**src/rtl/vga_text_pkg.sv**
```systemverilog
// Shared raster timing, character-cell geometry and pipeline stage types
// for the text-mode VGA pixel generator.
package vga_text_pkg;

    // 640x480@60 horizontal timing, in pixel clocks.
    localparam int H_VISIBLE = 640;
    localparam int H_FRONT   = 16;
    localparam int H_SYNC    = 96;
    localparam int H_BACK    = 48;
    localparam int H_TOTAL   = H_VISIBLE + H_FRONT + H_SYNC + H_BACK;

    // 640x480@60 vertical timing, in lines.
    localparam int V_VISIBLE = 480;
    localparam int V_FRONT   = 10;
    localparam int V_SYNC    = 2;
    localparam int V_BACK    = 33;
    localparam int V_TOTAL   = V_VISIBLE + V_FRONT + V_SYNC + V_BACK;

    // Character cell geometry and text buffer layout.
    localparam int CELL_W      = 12;
    localparam int CELL_H      = 16;
    localparam int TEXT_COLS   = 53;
    localparam int TEXT_ROWS   = 30;
    localparam int TEXT_STRIDE = 64;
    localparam int COL_W       = $clog2(TEXT_STRIDE);

    // Stage 1 carries everything needed to form the font address and
    // everything that must stay aligned with the pixel it belongs to.
    typedef struct packed {
        logic       valid;
        logic       de;
        logic       hs;
        logic       vs;
        logic       margin;
        logic       cursor;
        logic [3:0] px;
        logic [3:0] line;
    } stage1_t;

    // Stage 2 only needs what the bit select and colour mux consume.
    typedef struct packed {
        logic       de;
        logic       hs;
        logic       vs;
        logic       margin;
        logic       cursor;
        logic [3:0] px;
    } stage2_t;

    localparam stage1_t STAGE1_IDLE = '{valid: 1'b0, de: 1'b0, hs: 1'b1, vs: 1'b1,
                                        margin: 1'b0, cursor: 1'b0, px: 4'd0, line: 4'd0};
    localparam stage2_t STAGE2_IDLE = '{de: 1'b0, hs: 1'b1, vs: 1'b1,
                                        margin: 1'b0, cursor: 1'b0, px: 4'd0};

    // Font rows are stored MSB-first: bit 11 is the leftmost pixel.
    function automatic logic [3:0] bit_index(input logic [3:0] px);
        return 4'(CELL_W - 1) - px;
    endfunction

endpackage

```
**src/rtl/vga_timing.sv**
```systemverilog
// Raster counters plus character-cell counters that step alongside them,
// so cell position never needs a divider. Also produces raw sync/visible.
module vga_timing
    import vga_text_pkg::*;
#(
    parameter int H_VIS = H_VISIBLE,
    parameter int H_FP  = H_FRONT,
    parameter int H_SW  = H_SYNC,
    parameter int H_BP  = H_BACK,
    parameter int V_VIS = V_VISIBLE,
    parameter int V_FP  = V_FRONT,
    parameter int V_SW  = V_SYNC,
    parameter int V_BP  = V_BACK
) (
    input  logic       clk,
    input  logic       rst,
    output logic [3:0] px,
    output logic [5:0] col,
    output logic [3:0] line,
    output logic [4:0] row,
    output logic       hs_raw,
    output logic       vs_raw,
    output logic       de_raw,
    output logic       frame_wrap
);

    localparam logic [9:0] H_LAST     = 10'(H_VIS + H_FP + H_SW + H_BP - 1);
    localparam logic [9:0] H_VIS_END  = 10'(H_VIS);
    localparam logic [9:0] HS_START   = 10'(H_VIS + H_FP);
    localparam logic [9:0] HS_END     = 10'(H_VIS + H_FP + H_SW);
    localparam logic [9:0] V_LAST     = 10'(V_VIS + V_FP + V_SW + V_BP - 1);
    localparam logic [9:0] V_VIS_END  = 10'(V_VIS);
    localparam logic [9:0] VS_START   = 10'(V_VIS + V_FP);
    localparam logic [9:0] VS_END     = 10'(V_VIS + V_FP + V_SW);
    localparam logic [3:0] PX_LAST    = 4'(CELL_W - 1);
    localparam logic [3:0] LINE_LAST  = 4'(CELL_H - 1);

    logic [9:0] hcnt;
    logic [9:0] vcnt;
    logic       h_last;
    logic       v_last;

    assign h_last = (hcnt == H_LAST);
    assign v_last = (vcnt == V_LAST);

    // Advance pixel/line raster and the cell counters that shadow it.
    always_ff @(posedge clk) begin
        // NOTE: non-blocking assignments so every counter updates from the
        // same pre-edge values regardless of statement order.
        if (rst) begin
            hcnt <= '0;
            vcnt <= '0;
            px   <= '0;
            col  <= '0;
            line <= '0;
            row  <= '0;
        end else begin
            if (h_last) begin
                hcnt <= '0;
                px   <= '0;
                col  <= '0;
            end else begin
                hcnt <= hcnt + 10'd1;
                if (px == PX_LAST) begin
                    px  <= '0;
                    col <= col + 6'd1;
                end else begin
                    px <= px + 4'd1;
                end
            end

            if (h_last) begin
                if (v_last) begin
                    vcnt <= '0;
                    line <= '0;
                    row  <= '0;
                end else begin
                    vcnt <= vcnt + 10'd1;
                    if (line == LINE_LAST) begin
                        line <= '0;
                        row  <= row + 5'd1;
                    end else begin
                        line <= line + 4'd1;
                    end
                end
            end
        end
    end

    assign hs_raw     = ~((hcnt >= HS_START) && (hcnt < HS_END));
    assign vs_raw     = ~((vcnt >= VS_START) && (vcnt < VS_END));
    assign de_raw     = (hcnt < H_VIS_END) && (vcnt < V_VIS_END);
    assign frame_wrap = h_last && v_last;

endmodule

```
**src/rtl/vga_text_render.sv**
```systemverilog
// Text-mode pixel generator: fetches character codes and font rows through a
// 3-stage pipeline, applies the blinking cursor and drives aligned VGA pins.
module vga_text_render
    import vga_text_pkg::*;
#(
    parameter logic [11:0] FG_COLOR     = 12'hFFF,
    parameter logic [11:0] BG_COLOR     = 12'h000,
    parameter int          BLINK_FRAMES = 32,
    parameter int          H_VIS        = H_VISIBLE,
    parameter int          H_FP         = H_FRONT,
    parameter int          H_SW         = H_SYNC,
    parameter int          H_BP         = H_BACK,
    parameter int          V_VIS        = V_VISIBLE,
    parameter int          V_FP         = V_FRONT,
    parameter int          V_SW         = V_SYNC,
    parameter int          V_BP         = V_BACK
) (
    input  logic        clk,
    input  logic        rst,
    output logic [10:0] text_addr,
    input  logic [7:0]  char_code,
    output logic [11:0] font_addr,
    input  logic [11:0] font_row,
    input  logic [5:0]  cursor_col,
    input  logic [4:0]  cursor_row,
    input  logic        cursor_en,
    output logic        vga_hs,
    output logic        vga_vs,
    output logic [3:0]  vga_r,
    output logic [3:0]  vga_g,
    output logic [3:0]  vga_b,
    output logic        vga_de
);

    localparam int BLINK_W = (BLINK_FRAMES > 1) ? $clog2(BLINK_FRAMES) : 1;
    localparam logic [BLINK_W-1:0] BLINK_LAST = BLINK_W'(BLINK_FRAMES - 1);

    logic [3:0]       px;
    logic [COL_W-1:0] col;
    logic [3:0]       line;
    logic [4:0]       row;
    logic             hs_raw;
    logic             vs_raw;
    logic             de_raw;
    logic             frame_wrap;

    logic [BLINK_W-1:0] blink_cnt;
    logic               blink_phase;
    logic               cursor_hit;
    logic               in_margin;
    stage1_t            s1;
    stage2_t            s2;
    logic               pixel_on;

    vga_timing #(
        .H_VIS(H_VIS), .H_FP(H_FP), .H_SW(H_SW), .H_BP(H_BP),
        .V_VIS(V_VIS), .V_FP(V_FP), .V_SW(V_SW), .V_BP(V_BP)
    ) u_timing (
        .clk       (clk),
        .rst       (rst),
        .px        (px),
        .col       (col),
        .line      (line),
        .row       (row),
        .hs_raw    (hs_raw),
        .vs_raw    (vs_raw),
        .de_raw    (de_raw),
        .frame_wrap(frame_wrap)
    );

    // Stage 0: text buffer address straight from the cell counters.
    assign text_addr  = {row, col};
    assign cursor_hit = cursor_en && (col == cursor_col) && (row == cursor_row) && blink_phase;
    assign in_margin  = (col >= COL_W'(TEXT_COLS)) || (row >= 5'(TEXT_ROWS));

    // Count completed frames; flip the cursor phase every BLINK_FRAMES of them.
    always_ff @(posedge clk) begin
        if (rst) begin
            blink_cnt   <= '0;
            blink_phase <= 1'b0;
        end else if (frame_wrap) begin
            if (blink_cnt == BLINK_LAST) begin
                blink_cnt   <= '0;
                blink_phase <= ~blink_phase;
            end else begin
                blink_cnt <= blink_cnt + BLINK_W'(1);
            end
        end
    end

    // Carry pixel attributes alongside the memory fetches (stages 1 and 2).
    always_ff @(posedge clk) begin
        if (rst) begin
            s1 <= STAGE1_IDLE;
            s2 <= STAGE2_IDLE;
        end else begin
            s1 <= '{valid: 1'b1, de: de_raw, hs: hs_raw, vs: vs_raw,
                    margin: in_margin, cursor: cursor_hit, px: px, line: line};
            s2 <= '{de: s1.de, hs: s1.hs, vs: s1.vs,
                    margin: s1.margin, cursor: s1.cursor, px: s1.px};
        end
    end

    // Stage 1: font ROM address; held at zero until the pipeline refills.
    always_comb begin
        // NOTE: default assigned first so no path leaves font_addr unassigned
        // and no latch is inferred.
        font_addr = '0;
        if (s1.valid) begin
            font_addr = {char_code, s1.line};
        end
    end

    // Stage 2: pick the glyph bit, invert under the cursor, force margin to BG.
    assign pixel_on = (font_row[bit_index(s2.px)] ^ s2.cursor) && !s2.margin;

    // Stage 3: registered pins; colour is blanked outside the visible area.
    always_ff @(posedge clk) begin
        if (rst) begin
            vga_hs <= 1'b1;
            vga_vs <= 1'b1;
            vga_de <= 1'b0;
            vga_r  <= '0;
            vga_g  <= '0;
            vga_b  <= '0;
        end else begin
            vga_hs <= s2.hs;
            vga_vs <= s2.vs;
            vga_de <= s2.de;
            if (!s2.de) begin
                {vga_r, vga_g, vga_b} <= 12'h000;
            end else if (pixel_on) begin
                {vga_r, vga_g, vga_b} <= FG_COLOR;
            end else begin
                {vga_r, vga_g, vga_b} <= BG_COLOR;
            end
        end
    end

endmodule

```
**config.mk**
```make
export PLATFORM = sky130hd
export DESIGN_NAME = vga_text_render
export DESIGN_NICKNAME = d
export VERILOG_FILES = /design/src/rtl/vga_text_pkg.sv /design/src/rtl/vga_timing.sv /design/src/rtl/vga_text_render.sv
export SDC_FILE = /design/constraint.sdc
export NUM_CORES = 1
export LEC_CHECK = 0
export CORE_MARGIN = 2
export CORE_UTILIZATION = 45
export CTS_CLUSTER_DIAMETER = 120
export CTS_CLUSTER_SIZE = 14
export DETAILED_ROUTE_END_ITERATION = 10
export DONT_BUFFER_PORTS = 1
export PLACE_DENSITY = 0.63
export SLEW_MARGIN = 20
export SYNTH_ARGS = -nofsm -noshare
export SYNTH_HDL_FRONTEND = slang
export SYNTH_SLANG_ARGS = --single-unit
```
**constraint.sdc**
```tcl
create_clock -name clk -period 4.56 [get_ports clk]
set_input_delay 0.684 -clock clk [delete_from_list [all_inputs] [get_ports clk]]
set_output_delay 0.684 -clock clk [all_outputs]
set_load 0.05 [all_outputs]
```
-- Word level (Yosys, flattened, before mapping)
Cells that the tools add are included.
- $lt $le $gt $ge: 9
- shifts and indexed selects: 0
- divide/modulo/power cells: 0
- reductions and logical operators: 16
- multipliers: 0
- eq/ne operators: 7
- mux-type cells: 11
- add/sub/neg operators: 8
- bitwise logic cells: 5
- operators with widths (cell ; number):
    10-bit by 1-bit adder with 10-bit output (second input constant) ; 2
    10-bit == test (second input constant) ; 2
    10-bit less-than comparator (second input constant) ; 2
    10-bit by 9-bit less-than comparator with 1-bit output (second input constant) ; 2
    5-bit 2-to-1 mux ; 3
    14-bit 2-to-1 mux ; 1
    12-bit 2-to-1 mux ; 1
    4-bit 2-to-1 mux ; 3
    5-bit by 1-bit adder with 5-bit output (second input constant) ; 2
    10-bit >= comparator (second input constant) ; 1
    10-bit by 9-bit >= comparator with 1-bit output (second input constant) ; 1
    10-bit 2-to-1 mux ; 1
    4-bit by 1-bit adder with 4-bit output (second input constant) ; 2
    4-bit == test (second input constant) ; 2
    1-bit logical AND ; 8
    6-bit by 1-bit adder with 6-bit output (second input constant) ; 1
    6-bit == test ; 1
    6-bit >= comparator (second input constant) ; 1
    5-bit == test ; 1
    5-bit == test (second input constant) ; 1
    5-bit >= comparator (second input constant) ; 1
    4-bit by 5-bit less-than comparator with 1-bit output (second input constant) ; 1
    1-bit binary-select mux with 4-bit select ; 1
    1-bit NOT ; 4
    9 further kinds ; 11
- bits of input ports: 34
- bits in latches: 0
- output and inout port bits: 38
- flip-flop bits (word level): 75
- logic and storage cells: 82
- ROM bits: 0
- memory bits (writable): 0
- memories kept: 0

-- Longest topological paths before layout
- depth in word-level cells: 6
- mapped depth: 8
- gate-level depth less buffers: 6

-- By module
Synthesis repeated with hierarchy kept, for this count alone.
- cell total of the unflattened synthesis: 356
- area total of the unflattened synthesis: 3299.4 sq um
- by module, submodules not included (module ; times used ; cells each ; area an instance (sq um)):
    vga_timing ; 1 ; 212 ; 1853.0
    vga_text_render ; 1 ; 144 ; 1446.4

-- Worst setup path after synthesis
No wires, ideal clock.
- path kind: flip-flop to flip-flop
- start: reg u_timing.hcnt[0]
- end: reg u_timing.line[2]
- period minus slack after synthesis: 1977 ps
- data arrival time: 1860 ps
- cell stages (with the launch flop): 9
- required time: 4443 ps
- setup time: 117 ps
- setup slack: 2583 ps
- cells stage by stage: dfxtp_1 ha_1 and4_1 clkbuf_2 nand3_1 clkbuf_1 o21ai_1 buf_2 nor2_1
- longest elaborated chain between the ends: 1
- ends and longest elaborated chain (item ; line ; text):
    from (decl) ; vga_timing.sv:38 ; logic [9:0] hcnt;
    from (signal assigned) ; vga_timing.sv:63 ; hcnt <= hcnt + 10'd1;
    10-bit == test ; vga_timing.sv:43 ; assign h_last = (hcnt == H_LAST);
    to (signal assigned) ; vga_timing.sv:83 ; line <= line + 4'd1;
    to (decl) ; vga_timing.sv:19 ; output logic [3:0] line,
Every way passes these cells.
A chain may end at the register's enable or synchronous reset.

-- Worst setup path in the final report
- start: reg u_timing.hcnt[0]
- end: reg u_timing.vcnt[5]
- longest elaborated chain between the ends: 1
- ends and longest elaborated chain (item ; line ; text):
    10-bit == test ; vga_timing.sv:43 ;
    to (signal assigned) ; vga_timing.sv:78 ; vcnt <= vcnt + 10'd1;
    to (decl) ; vga_timing.sv:39 ; logic [9:0] vcnt;
Every way passes these cells.

==> summary.md <==
| Metric | Value |
|---|---|
| Main flop type after synthesis | sky130_fd_sc_hd__dfxtp_1 |
| Cell type contributing the most total cell area after synthesis | sky130_fd_sc_hd__dfxtp_1 |
| Vertical extent of the die | 90.0 um |
| Post-Synthesis Net Count | 411 |
| Remaining number of nets flagged by the antenna check after routing | 0 |
| Portion of the clock cycle consumed by the worst path in the final layout | 0.595 |
| Cells on worst reg2reg path | 5 |
| Cell count of the worst hold path | 1 |
| Routed length per instance | 14.2 um |
| Worst reg2reg setup slack | 1.84 ns |
| Fraction of synthesized cell area taken by the top area cell type | 0.433 |
| Routed vias | 2,449 |
| Initial antenna violation count | 0 |
| Total routing resource utilization after global routing | 0.171 |
| Maximum number of pins on one net before global-route repair | 41 |
| Required time worst endpoint | 4.76 ns |
| Skew-Pair Late Insertion Delay | 0.35 ns |
| Post-synth cell types | 46 |
| Power per cell area | 355 nW/um2 |
| Antenna Cells | 0 |
| Total iterations of the first detailed-routing run | 4 |
| Core Util, Final | 0.495 |
| Total power consumption of the routed design | 1.27 mW |
| Cell row count | 31 |
| Worst hold path class | input port to flip-flop |
| Full die area | 8110 um2 |
| Clk buf depth | 2 |
| Max-slew violation total from the final report | 0 |
| Master cell of the clock root buffer | sky130_fd_sc_hd__clkbuf_8 |
| Number of warnings reported in the yosys synthesis log | 0 |
| Arrival time worst endpoint | 2.92 ns |
| Synth Instances | 364 |
| Buffers added on ports | 0 |
| Seq/Total Area, Yosys | 0.433 |
| Starting density of the core | 0.462 |
| Startpoint types | flip-flop |
| Remaining DRCs | 0 |
| Number of nets in the layout | 399 |
| Clock edge transition at the registers on the reported setup and hold paths | 0.08 ns |
| Cell types occupying the most area after synthesis | sky130_fd_sc_hd__dfxtp_1, sky130_fd_sc_hd__xnor2_1, sky130_fd_sc_hd__ha_1, sky130_fd_sc_hd__nor2_1, sky130_fd_sc_hd__nor2b_1 |
| Hold worst-path end | s2[0]$_SDFF_PP0_ |
| Reg2reg end | u_timing.vcnt[5]$_SDFFE_PP0P_ |
| Sink Count | 72 |
| Max-cap viol count | 0 |
| Wire length of the first global-routing pass | 11,200 um |
| Setup clock skew after layout | 0.00949 ns |
| Ratio of routed vias to standard cells | 5.37 |
| Startpoint of the worst hold path | rst |
| Achievable clock frequency | 368 MHz |
| Average instance area after synthesis | 9.15 um2 |
| Final hold violations | 0 |
| Leakage power total | 1.25 nW |
| RSZ-0062 raised after global routing | no |
| Proportion of register bits with asynchronous set or reset after synthesis | 0 |
| Endpoint class of the critical path | flip-flop |
| Fin crit period | 2.72 ns |
| Tightest slew margin relative to the limit | 0.426 |
| Placeable core region | 7210 um2 |
| Area grow syn2layout | 7.17% |
| Number of global-route vias before repair | 2,266 |
| Outcome | complete, no violations |
| HPWL after detailed placement | 4550 um |
| Num CTS Buffers | 9 |
| Final setup violating endpoints | 0 |
| Flop and latch count out of synthesis | 72 |
| Die X-Extent | 90.0 um |
| I/O Pins | 72 |
| Leading cell type in the layout, fill and taps excluded | sky130_fd_sc_hd__dfxtp_1 |
| DRT Wirelength | 6470 um |
| Setup total negative slack | 0 ns |
| H-tree level count | 3 |
| Worst reg2reg path startpoint | u_timing.hcnt[0]$_SDFF_PP0_ |
| Syn Std Cell Area | 3330 um2 |
| Maximum fanout count along the critical path | 25 |
| Clock tree from TritonCTS | built |
| Total congestion overflow | 0 |
| Setup CP Type | flip-flop to flip-flop |
| Post-CTS Resized | 0 |
| EDFF count, synth | 0 |
| Commonest non-fill, non-tap cells in the layout | sky130_fd_sc_hd__dfxtp_1, sky130_fd_sc_hd__nor2_1, sky130_fd_sc_hd__nand3_1 |
| Worst-Margin Slew | 0.858 ns |
| CTS Hold Buffers Added | 0 |
| Initial detailed-routing violation count | 116 |
| Worst supply voltage drop on vdd | 135 uV |
| Setup Buffers After CTS | 0 |
| Ratio of cells with drive above 1 in the final layout | 0.0840 |
| Global placer's final weighted congestion | 0.792 |
==> final cells by class <==
type                    instances  area [um2]
multi-input cells             258        1710
inverters                      10        37.5
flip-flops and latches         72        1450
clock inverters                 5        80.1
fillers                       698        3640
repair buffers                  1        27.5
well taps                      99         124
clock buffers                  11         141
==> worst max-delay path: stages (launching register included) <==
cell	delay, ns
sky130_fd_sc_hd__dfxtp_1	0.39
sky130_fd_sc_hd__ha_1	0.24
sky130_fd_sc_hd__and4_1	0.37
sky130_fd_sc_hd__nand3_1	0.65
sky130_fd_sc_hd__o21ai_2	0.80
sky130_fd_sc_hd__nor2_1	0.12
==> cells in the mapped netlist (2+ instances only) <==
master	number
sky130_fd_sc_hd__a211oi_1	2
sky130_fd_sc_hd__a21oi_1	18
sky130_fd_sc_hd__a31oi_1	6
sky130_fd_sc_hd__and2_1	13
sky130_fd_sc_hd__and3_1	6
sky130_fd_sc_hd__and4_1	3
sky130_fd_sc_hd__buf_4	11
sky130_fd_sc_hd__clkbuf_1	9
sky130_fd_sc_hd__dfxtp_1	72
sky130_fd_sc_hd__ha_1	13
sky130_fd_sc_hd__inv_1	10
sky130_fd_sc_hd__mux2i_1	2
sky130_fd_sc_hd__mux4_2	3
sky130_fd_sc_hd__nand2_1	20
sky130_fd_sc_hd__nand2b_1	4
sky130_fd_sc_hd__nand3_1	21
sky130_fd_sc_hd__nand3b_1	2
sky130_fd_sc_hd__nand4_1	9
sky130_fd_sc_hd__nand4b_1	2
sky130_fd_sc_hd__nor2_1	31
sky130_fd_sc_hd__nor2b_1	18
sky130_fd_sc_hd__nor3_1	7
sky130_fd_sc_hd__nor3b_1	4
sky130_fd_sc_hd__nor4_1	2
sky130_fd_sc_hd__o21ai_0	8
sky130_fd_sc_hd__o31ai_1	5
sky130_fd_sc_hd__or2_2	4
sky130_fd_sc_hd__or3_1	4
sky130_fd_sc_hd__or4_1	8
sky130_fd_sc_hd__xnor2_1	20
sky130_fd_sc_hd__xor2_1	12
==> worst max-delay path by stage <==
stage	start	to	slack, ns
floorplan	u_timing.hcnt[0]$_SDFF_PP0_	u_timing.line[2]$_SDFFE_PP0P_	2.58
global placement	u_timing.hcnt[0]$_SDFF_PP0_	u_timing.vcnt[0]$_SDFFE_PP0P_	1.69
detailed placement	u_timing.hcnt[0]$_SDFF_PP0_	u_timing.row[0]$_SDFFE_PP0P_	1.55
CTS	u_timing.hcnt[0]$_SDFF_PP0_	u_timing.vcnt[5]$_SDFFE_PP0P_	1.53
global route	u_timing.hcnt[0]$_SDFF_PP0_	u_timing.vcnt[0]$_SDFFE_PP0P_	1.52
finish	u_timing.hcnt[0]$_SDFF_PP0_	u_timing.vcnt[5]$_SDFFE_PP0P_	1.84
==> metal layers <==
| layer | track usage | part of all wire | vias to the layer above |
|---|---|---|---|
| met5 | 0 | 0 | - |
| met4 | 0.100 | 0.026 | 0 |
| met3 | 0.0478 | 0.056 | 14 |
| met2 | 0.261 | 0.45 | 68 |
| met1 | 0.216 | 0.47 | 1137 |
| li1 | - | - | 1230 |
==> registers in the layout, indices dropped and copies added, names as in the netlist <==
register       flops
vga_vs             1
vga_de             1
u_timing.px        4
vga_b              1
vga_hs             1
u_timing.hcnt     10
u_timing.vcnt     10
u_timing.row       5
blink_phase        1
s2                 9
s1                14
blink_cnt          5
u_timing.col       6
u_timing.line      4
==> through the flow <==
| stage | setup WS, ns | hold WS (ns) | instances | cell area (um2) |
|---|---|---|---|---|
| 4_1_cts | 1.53 | 0.381 | 456 | 3570 |
| 3_5_place_dp | 1.55 | 0.398 | 440 | 3340 |
| 2_1_floorplan | 2.58 | 0.389 | 364 | 3330 |
| 6_report | 1.84 | 0.401 | 456 | 3570 |
| 3_3_place_gp | 1.69 | 0.393 | 440 | 3340 |
| 5_1_grt | 1.52 | 0.377 | 456 | 3570 |
==> power by group <==
group | switching (mW) | internal (mW) | leakage, nW
clock | 0.236 | 0.322 | 0.106
sequential | 0.0119 | 0.638 | 0.584
combinational | 0.0402 | 0.0195 | 0.560
total | 0.289 | 0.980 | 1.25
==> cell families after synthesis <==
group / synth area share
muxes: 0.0263
adders and majority gates: 0.0488
AOI/OAI and AO/OA: 0.0755
DFF: 0.433
and+or+nand+nor: 0.279
xor gates and xnor gates: 0.0841
buffers and inverters: 0.0537
Note: power is estimated with default switching activity, not from simulation.
==> variant 1 (same settings) <==
The parameter `BLINK_FRAMES` goes from 32 to 64.
--- a/src/rtl/vga_text_render.sv
+++ b/src/rtl/vga_text_render.sv
@@ -5,7 +5,7 @@
 #(
     parameter logic [11:0] FG_COLOR     = 12'hFFF,
     parameter logic [11:0] BG_COLOR     = 12'h000,
-    parameter int          BLINK_FRAMES = 32,
+    parameter int          BLINK_FRAMES = 64,
     parameter int          H_VIS        = H_VISIBLE,
     parameter int          H_FP         = H_FRONT,
     parameter int          H_SW         = H_SYNC,
Behaviour: same outputs for any inputs over 10 cycles, from zero or initial values and one cycle with rst high; that may be too few to reach the edited logic, so the function may still have changed.
==> variant 1 against the unedited design <==
  * Synthesized cell count is 1.4% higher
  * Routed wire length is 1.8% higher
  * Area after synthesis is 2.7% higher
  * First-iteration DRC count is 5.2% lower
  * Sequential cell count is 1 higher
  * Design area is 0.70% higher
  * Worst setup slack better by 0.39 ns
  * Total power is 8.8% lower
  * Critical endpoint is now u_timing.vcnt[4]
==> variant 1: results (changes against the unedited design) <==
#FFs+latches synth 73 (+1.4%); static leakage 1.23 nW (-1.2%); Inverters, non-clock 13 (+3); complex-gate fraction of the synthesized area 8.64% (+1.1 points); met2 usage 26.7% (+0.60 points); crit-path max cell delay 0.65 ns (-0.15 ns); number of DRC markers in iteration 0 110 (-5.2%); GR Util All Layers 16.7% (-0.42 points); vias in the first global route 2318 (+2.3%); largest cells by area after synthesis dfxtp_1, xnor2_1, ha_1, nor2_1, nor2b_1; multi-input logic area 1760 um2 (+2.6%); Max rail drop VDD 169 uV (+25%); layout cells sized above 1 9.97% (+1.6 points); FILL cells 727 (+4.2%); Synth top cells by count dfxtp_1, nor2_1, a21oi_1; status complete, no violations; Worst Tran Pin Value 0.771 ns (-0.0873 ns); fraction of synthesized area in multiplexers 2.56% (-0.068 points); final hold slack 0.402 ns (+0.000713 ns); DR pass1 iterations 5 (+1); WP data arrival 2.54 ns (-0.38 ns); syn_area_per_cell 9.27 um2 (+1.3%); Avg WL per Cell 14.3 um (+0.88%); met1 wire length 3010 um (-1.2%); placement-stage cell area 3420 um2 (+2.4%); Post-Synth XOR/XNOR Area 8.20% (-0.22 points); grt met1 use 21.1% (-0.46 points); Max Freq 430 MHz (+17%); r2r setup slk 2.23 ns (+0.39 ns); syn_nets 415 (+0.97%); Net Sw Frac 25.4% (+2.7 points); Seq/Total Area, Yosys 42.7% (-0.54 points); DR WL met2 3100 um (+7.2%); # nets final 402 (+0.75%); area share of fa/ha/maj cells after synthesis 4.39% (-0.49 points); placer congestion estimate 0.802 (+1.2%); placed cell count 444 (+0.91%); first-pass GRT wire length 11100 um (-0.62%); met3 usage 5.89% (+1.1 points); Clock buffer cells 10 (-1); dpl hpwl 4650 um (+2.3%); R2R Path Start u_timing.vcnt[1]; Final Skew 0.00770 ns (-0.00179 ns); Reg area 1470 um2 (+1.4%); vias 2497 (+2.0%); Routed WL 6580 um (+1.8%); cts repair resizes 0 (unchanged); Met3 Routed Length 397 um (+10%); NonClk Buf Share 0.766% (-0.0054 points)
-- variant 1: cell types whose count changed in the layout (fill, tap and decap cells not counted), sizes merged, moves of 3 or more --
cell   unedited run  this run
nand2            20        15
a21oi            18        21
o31ai             5         9
nand4             9        13
nand3            21        18
inv              10        14
-- variant 1: cells by family after synthesis --
family / count (synthesis)
buffers and inverters: 38
muxes: 5
and+or+nand+nor: 160
DFF: 73
adders and majority gates: 12
AOI/OAI and AO/OA: 49
xor gates and xnor gates: 32
-- variant 1: worst paths after layout --
kind | endpoint | depth (start not counted)
setup / recovery | u_timing.vcnt[4] | 6
hold / removal | s2[0] | 1
setup reg to reg | u_timing.vcnt[4] | 6
hold reg to reg | s2[7] | 1
-- variant 1: power by group through the flow --
stage	Sequential (mW)	Combinational (mW)	Clock, mW
6_report	0.656	0.0577	0.442
5_1_grt	0.658	0.0627	0.487
2_1_floorplan	0.669	0.0607	0
4_1_cts	0.656	0.0583	0.457
3_3_place_gp	0.671	0.0576	0
3_5_place_dp	0.671	0.0578	0
==> variant 2 (same settings) <==
Made on the original files. One comparison of `vcnt` changes from == to >=.
--- a/src/rtl/vga_timing.sv
+++ b/src/rtl/vga_timing.sv
@@ -41,7 +41,7 @@
     logic       v_last;
 
     assign h_last = (hcnt == H_LAST);
-    assign v_last = (vcnt == V_LAST);
+    assign v_last = (vcnt >= V_LAST);
 
     // Advance pixel/line raster and the cell counters that shadow it.
     always_ff @(posedge clk) begin
Formal check against the unedited RTL: no difference found for any inputs over 10 cycles, from zero or initial values and one cycle with rst high; that may be too few to reach the edited logic, so the function may still have changed.
==> variant 2 against the unedited design <==
  * Maximum frequency is 26% higher
  * Total power hardly changed
  * Worst setup slack better by 0.56 ns
  * Core utilization hardly changed
  * Critical endpoint is now u_timing.line[3]
  * Design area is 0.46% lower
  * Routed wire length is 1.8% lower
  * Die area is 0.82% lower
  * Sequential cell count stayed put
  * Synthesized cell count is 1.6% lower
  * Critical path depth is 1 higher
  * Largest power group unchanged
  * Critical path type unchanged
  * Area after synthesis is 0.86% lower
  * Clock skew hardly changed
==> variant 2: results (changes against the unedited design) <==
synth unique cells 51 (+11%); vias 2375 (-3.0%); static leakage 1.25 nW (+0.36%); placed cell count 435 (-1.1%); CP Max Fanout 21 (-16%); largest net degree at the start of global routing 39 (-4.9%); r2r setup slk 2.41 ns (+0.56 ns); comb_multi_in 250 (-3.1%); Max rail drop VDD 231 uV (+71%); Final Skew 0.00996 ns (+0.000470 ns); Synth top cells by count dfxtp_1, nor2_1, xnor2_1; post-route design area 3550 um2 (-0.46%); clk cell area share 6.27% (+0.064 points); number of sequential cells 72 (unchanged); dpl hpwl 4420 um (-2.8%); WP data arrival 2.35 ns (-0.57 ns); FILL cells 665 (-4.7%); layout cells sized above 1 9.38% (+0.97 points); WHS Endpoint s2[1]; max_slew headroom 50.4% (+7.8 points); cells after synthesis 358 (-1.6%); first-pass GRT wire length 10300 um (-7.5%); placement-stage cell area 3330 um2 (-0.52%); Syn-to-layout area delta 7.62%; met3 usage 6.31% (+1.5 points); Seq/Total Area, Yosys 43.7% (+0.38 points); Repair and plain buffers 3 (+2); GR Util All Layers 17.0% (-0.097 points); largest cells by area after synthesis dfxtp_1, xnor2_1, ha_1, nor2_1, nor2b_1; number of DRC markers in iteration 0 149 (+28%); final hold slack 0.404 ns (+0.00223 ns); # nets final 394 (-1.3%); minimum clock period 2.15 ns (-0.561 ns); R2R Path End u_timing.line[3]; multi-input gate share of total cell area 47.2% (-0.80 points); worst r2r path cells 6 (+1); status complete, no violations; placer congestion estimate 0.764 (-3.6%); grt met1 use 21.4% (-0.21 points)
variant 2: cell types whose count changed in the layout (fill, tap and decap cells not counted), moves of 3 or more:
cell | before | now
nor4_1 | 2 | 6
nand2_1 | 20 | 13
nand4_1 | 9 | 12
nor2_1 | 31 | 36
or4_1 | 8 | 4
a31oi_1 | 6 | 3
a21oi_1 | 18 | 15
o21ai_0 | 8 | 4
variant 2: metal layers:
layer / vias to the layer above / part of all wire (%)
li1: 1205 / -
met1: 1094 / 46
met2: 74 / 47
met3: 2 / 6.5
met4: 0 / 0.55
met5: - / 0
variant 2: worst max-delay path by stage:
stage	end	slack (ns)	depth (start not counted)	start
after floorplan	u_timing.line[2]	2.61	8	u_timing.hcnt[0]
after global placement	u_timing.line[3]	2.15	6	u_timing.hcnt[0]
after detailed placement	u_timing.line[3]	2.06	6	u_timing.hcnt[0]
after CTS	u_timing.line[3]	2.06	6	u_timing.hcnt[0]
after global routing	u_timing.line[3]	2.27	6	u_timing.hcnt[0]
final	u_timing.line[3]	2.41	6	u_timing.hcnt[0]
variant 2: kinds of logic after synthesis:
family / Yosys count / share of synthesized area [%]
buffers and inverters: 36 / 5.65
and+or+nand+nor: 160 / 27.1
AOI/OAI and AO/OA: 39 / 7.69
muxes: 4 / 1.97
DFF: 72 / 43.7
xor gates and xnor gates: 34 / 9.02
adders and majority gates: 13 / 4.93
variant 2: critical path, stage by stage, from the launching register on:
cell and delay, ns:
dfxtp_1 0.41, ha_1 0.23, and3_1 0.30, nand3_1 0.11
buf_4 0.21, o21ai_2 0.61, nor3_1 0.14
variant 2: power by group:
group	switching, mW	leakage, nW	internal, mW	total [mW]
clock network	0.232	0.110	0.323	0.555
registers	0.0156	0.584	0.638	0.653
logic	0.0410	0.561	0.0198	0.0609
total	0.288	1.25	0.981	1.27
